## src/rtl/tdm_demux16_if.sv

```systemverilog
// tdm_demux16_if
// Bundles the serial-in / parallel-out signals of the 16-lane TDM
// demultiplexer. Clock and reset stay outside as plain ports.
//
//   start  : frame-sync pulse, arms a new frame at slot 0
//   en     : data-valid qualifier for d
//   d      : serial data bit for the current slot
//   w      : last completed frame, w[k] is the bit received in slot k
//   valid  : one-cycle pulse, w was updated at the preceding edge
//   busy   : high while a frame is being received
//   s      : next slot index to be written
//   err    : one-cycle pulse when a frame is aborted by start
//
// master drives the serial side; slave is the demultiplexer.
interface tdm_demux16_if;
  logic        start;
  logic        en;
  logic        d;
  logic [0:15] w;
  logic        valid;
  logic        busy;
  logic [3:0]  s;
  logic        err;

  modport master (
    output start, en, d,
    input  w, valid, busy, s, err
  );

  modport slave (
    input  start, en, d,
    output w, valid, busy, s, err
  );
endinterface

```

## src/rtl/tdm_demux16.sv

```systemverilog
// tdm_demux16
// Serial time-division demultiplexer. Rebuilds a 16-bit word w[0:15]
// from a 1-bit stream, one slot per accepted bit, in the same index
// order a 16:1 mux transmitter steps through. A completed frame is
// copied to the output register w with a one-cycle valid strobe.
//
// Ports:
//   Clock : single clock, all state updates on the rising edge
//   Reset : synchronous, active-high reset
//   bus   : tdm_demux16_if.slave (start, en, d in; w, valid, busy, s, err out)
module tdm_demux16 (
  input  logic              Clock,
  input  logic              Reset,
  tdm_demux16_if.slave      bus
);

  typedef enum logic [0:0] {
    IDLE = 1'b0,
    RECV = 1'b1
  } state_t;

  state_t      state;
  state_t      state_next;
  logic [3:0]  slot;
  logic [3:0]  slot_next;
  logic [0:15] sh;
  logic [0:15] sh_next;
  logic [0:15] word;
  logic [0:15] word_next;
  logic        valid_q;
  logic        valid_next;
  logic        err_q;
  logic        err_next;

  // State and datapath registers. Reset wins over every input.
  always_ff @(posedge Clock) begin
    if (Reset) begin
      state   <= IDLE;
      slot    <= 4'd0;
      sh      <= '0;
      word    <= '0;
      valid_q <= 1'b0;
      err_q   <= 1'b0;
    end else begin
      state   <= state_next;
      slot    <= slot_next;
      sh      <= sh_next;
      word    <= word_next;
      valid_q <= valid_next;
      err_q   <= err_next;
    end
  end

  // Next-state and datapath logic. Everything holds by default and the
  // strobes default low so each one lasts a single cycle.
  // In RECV, start outranks en: an abort restarts the frame at slot 0
  // and drops the partial shadow contents while leaving w alone.
  // The last bit goes straight into lane 15 of w together with the
  // shadow lanes 0..14, so the frame appears at the same edge it ends.
  always_comb begin
    state_next = state;
    slot_next  = slot;
    sh_next    = sh;
    word_next  = word;
    valid_next = 1'b0;
    err_next   = 1'b0;

    case (state)
      IDLE: begin
        if (bus.start) begin
          state_next = RECV;
          slot_next  = 4'd0;
          sh_next    = '0;
        end
      end

      RECV: begin
        if (bus.start) begin
          slot_next = 4'd0;
          sh_next   = '0;
          err_next  = 1'b1;
        end else if (bus.en) begin
          sh_next[slot] = bus.d;
          if (slot == 4'd15) begin
            word_next  = {sh[0:14], bus.d};
            valid_next = 1'b1;
            state_next = IDLE;
            slot_next  = 4'd0;
          end else begin
            slot_next = slot + 4'd1;
          end
        end
      end

      default: begin
        state_next = IDLE;
        slot_next  = 4'd0;
      end
    endcase
  end

  assign bus.w     = word;
  assign bus.valid = valid_q;
  assign bus.err   = err_q;
  assign bus.s     = slot;
  assign bus.busy  = (state == RECV);

endmodule
```

## src/flat_wrapper.sv

```systemverilog
// flat-port wrapper written by rule: the top's interface ports become plain ports
module tdm_demux16_flat 
  (Clock, Reset, bus_start, bus_en, bus_d, bus_w, bus_valid, bus_busy, bus_s, bus_err);
  tdm_demux16_if bus_i ();
  input  logic Clock;
  input  logic Reset;
  input wire logic [$bits(bus_i.start)-1:0] bus_start;
  input wire logic [$bits(bus_i.en)-1:0] bus_en;
  input wire logic [$bits(bus_i.d)-1:0] bus_d;
  output wire logic [$bits(bus_i.w)-1:0] bus_w;
  output wire logic [$bits(bus_i.valid)-1:0] bus_valid;
  output wire logic [$bits(bus_i.busy)-1:0] bus_busy;
  output wire logic [$bits(bus_i.s)-1:0] bus_s;
  output wire logic [$bits(bus_i.err)-1:0] bus_err;
  assign bus_i.start = bus_start;
  assign bus_i.en = bus_en;
  assign bus_i.d = bus_d;
  assign bus_w = bus_i.w;
  assign bus_valid = bus_i.valid;
  assign bus_busy = bus_i.busy;
  assign bus_s = bus_i.s;
  assign bus_err = bus_i.err;
  tdm_demux16 u_core (.Clock(Clock), .Reset(Reset), .bus(bus_i));
endmodule
```

## config.mk

```make
export PLATFORM = sky130hd
export DESIGN_NAME = tdm_demux16_flat
export DESIGN_NICKNAME = d
export VERILOG_FILES = /design/src/rtl/tdm_demux16_if.sv /design/src/rtl/tdm_demux16.sv /design/src/flat_wrapper.sv
export SDC_FILE = /design/constraint.sdc
export NUM_CORES = 1
export LEC_CHECK = 0
export CAP_MARGIN = 20
export CORE_MARGIN = 2
export CORE_UTILIZATION = 52
export CTS_CLUSTER_DIAMETER = 60
export DETAILED_ROUTE_END_ITERATION = 10
export PLACE_DENSITY = 0.82
export SYNTH_ARGS = -nofsm -noshare
export SYNTH_HDL_FRONTEND = slang
export SYNTH_SLANG_ARGS = --single-unit
export TNS_END_PERCENT = 20
```

## constraint.sdc

```tcl
create_clock -name Clock -period 1.7 [get_ports Clock]
set_input_delay 0.425 -clock Clock [delete_from_list [all_inputs] [get_ports Clock]]
set_output_delay 0.425 -clock Clock [all_outputs]
set_load 0.02 [all_outputs]
```

==> metrics.yaml <==
outcome:
  outcome: "completed"
yosys:
  ys_ff_latch: 38
  synth-warning-count: 0
  postSynthCellCount: 177
  yosysTopAreaCellShare_pct: 45.2
  netlist.top_cell.by_area: "dfxtp_1"
  syn-cell-area_um2: 1680
  avgSynthCellArea_um2: 9.50
  synth_cell_types: 26
  synthesis.nets: 186
  ys_top_cells_by_area: "dfxtp_1 (45%), mux2i_1 (18%), nand2b_1 (12%), nand2_1 (6.0%), nand3_1 (3.3%)"
  ys_seq_area_share_pct: 45.2
grt:
  grt_use_met2_pct: 35.2
  met1_usage_pct: 24.6
  top_usage_layer: "met2"
  met3_usage_pct: 6.40
  antenna_found_initial: 0
  overflow: 0
  grt_pass1_wl_um: 5660
  grt_max_degree: 33
  grt_pass1_vias: 1297
  grt.total_usage_pct: 20.5
drt:
  drtAntennaViolNets: 0
  route.detailed.drc: 0
  via_per_inst: 5.11
  firstDrtPassIters: 4
  wire_per_inst_um: 12.8
  drtIter0Drc: 31
  vias: 1309
  drt_wl_total_um: 3270
clock_network:
  cts_sinks: 38
  post_cts_buffers: 0
  clock_path_buffers: 2
  clk_pin_slew_ns: 0.11
  numCtsBuffers: 5
  clock_latency_ns: 0.33
  h-tree-depth: 2
  cts_tree: "built"
  cts-root-buf: "clkbuf_4"
critical_path:
  reg2reg_depth: 5
  cp-startpoint: "u_core.bus.busy"
  crit_path_top_delay_cell: "dfxtp_1"
  worstSetupPathType: "reg2out"
  cp_cell_sequence: "dlygate4sd2_1"
  worstReg2RegStart: "u_core.bus.s[1]"
  worst-path-max-fanout: 8
  required_ns: 1.27
  critPathTopFamily: "flip-flops"
  rrSetupSlack_ns: 0.20
  rr_endpoint: "u_core.bus.w[10]"
  endpoint: "bus_busy"
  arrival_ns: 1.17
  setup.worst_path.end_class: "primary output"
  cp_num_cells: 1
  crit_buf_inv: 1
  start_kind: "flop"
  cpPeakStageDelay_ns: 0.47
place:
  pre_cts_ws_ns: -0.0550
  dp_hpwl_um: 2400
  port_buffers: 27
  place.gp.congestion: 0.835
sta:
  worst_pin_slew_ns: 0.283
  setup_violations: 0
  finClkSkew_ns: 0.00570
  slew_violations: 0
  slew_headroom_pct: 81.1
  min_period_ns: 1.59
  whs_ns: 0.471
  fmax_mhz: 628
  fin_ws_ns: 0.107
  period_share_pct: 93.7
  hold_violations: 0
  rsz0062_at_grt: "no"
final_layout:
  n_antenna_cell: 0
  area_growth_pct: 26.1
  fin_nets: 221
  regArea_um2: 763
  multi_input_area_um2: 865
  layout-drive-gt1-share_pct: 10.8
  fill_cells: 248
worst_hold_path:
  hp-class: "reg2reg"
flow_run:
  cap_violations: 0
die:
  die_width_um: 60.9
  dieArea_um2: 3700
  rows: 20
  pin_count: 28
  die_y_um: 60.9
  start_util_pct: 55.1
  placeableCoreArea_um2: 3050
power_and_ir_drop:
  p_leak_nw: 0.945
  p_per_area_nw_per_um2: 760
  ir_drop_uv: 482
[cell usage in the layout, fill, tap and decap left out]
master	count
dlygate4sd2_1	21
nor2_2	1
nand4_1	1
bufinv_16	1
mux2i_1	31
nor2b_1	1
and3_1	1
or4_1	1
nand3_1	11
a21oi_1	5
ha_1	4
and2_1	1
clkbuf_4	5
and2b_1	1
clkdlybuf4s50_1	4
nor3_4	1
dfxtp_2	2
nand2b_1	32
buf_12	2
dlymetal6s2s_1	2
or2_2	1
buf_4	8
nand3_2	1
xnor2_1	1
o21ai_0	1
nor2_1	4
nand2_1	27
clkbuf_8	1
dfxtp_1	36
nor4_1	1
inv_1	2
and4_1	1
[cells in the mapped netlist (all sizes together)]
library cell / count
and2b: 1
nand2b: 32
buf: 2
nor2b: 1
or4: 1
a21oi: 5
dfxtp: 38
and4: 1
or2: 1
nor2: 5
nor3: 1
nand4: 1
and3: 1
o21ai: 1
nand2: 27
clkbuf: 7
mux2i: 31
inv: 2
xnor2: 1
and2: 1
nand3: 12
nor4: 1
ha: 4
[state kept, by name (all words and copies together) (netlist names)]
signal and count:
u_core.bus.w 16, u_core.sh 15, u_core.bus.s 4, u_core.bus.busy 1, u_core.bus.err 1, u_core.bus.valid 1
[per-layer routing]
layer  vias up  wire, µm
met5         -         0
met4         0        19
met1       624      1480
li1        658         -
met2        25      1650
met3         2       125
[power breakdown]
part,switching (mW),internal (mW)
sequential,0.00485,0.894
combinational,0.0442,0.0429
clock,0.283,0.342
total,0.332,1.28
[worst min path at each step]
| stage | to | startpoint | cells past startpoint | slack (ns) |
|---|---|---|---|---|
| after floorplan | u_core.sh[12] | u_core.sh[12] | 2 | 0.44 |
| after global placement | u_core.sh[9] | u_core.sh[9] | 2 | 0.45 |
| after detailed placement | u_core.sh[1] | u_core.sh[1] | 2 | 0.46 |
| after CTS | u_core.sh[14] | u_core.sh[14] | 2 | 0.47 |
| after global routing | u_core.bus.w[6] | u_core.sh[6] | 2 | 0.50 |
| final | u_core.sh[14] | u_core.sh[14] | 2 | 0.47 |
[final cells by class]
class | count | share of cell area (%)
tap | 44 | 2.60
multi-input combinational | 128 | 40.8
clock buffer | 6 | 2.42
sequential | 38 | 36.0
inverter | 2 | 0.354
clock inverter | 1 | 1.42
timing repair buffer | 37 | 16.5
[per-stage QoR]
| stage | util [%] | instances | TNS [ns] | total power, mW | area [µm²] |
|---|---|---|---|---|---|
| after floorplan | - | 177 | 0 | 0.966 | 1680 |
| after global placement | 67.5 | 249 | 0 | 1.00 | 2060 |
| after detailed placement | 67.5 | 249 | -0.345 | 1.01 | 2060 |
| after CTS | 69.3 | 256 | 0 | 1.63 | 2120 |
| after global routing | 69.5 | 256 | 0 | 1.68 | 2120 |
| final | 69.5 | 256 | 0 | 1.61 | 2120 |
[what timing repair did]
item,CTS,global route
hold buffers,0,0
resized for setup,21,2
endpoints found under the setup margin,21,2
pin swaps,0,0
[kinds of logic (layout without fill, tap and decap cells)]
group / after synthesis / count (layout) / synth area share, %
AOI/OAI and AO/OA: 6 / 6 / 1.79
DFF: 38 / 38 / 45.2
adders and majority gates: 4 / 4 / 2.98
xor gates and xnor gates: 1 / 1 / 0.521
muxes: 31 / 31 / 18.5
buffers and inverters: 11 / 46 / 3.35
and+or+nand+nor: 86 / 86 / 27.7
Note: power is estimated with default switching activity, not from simulation.
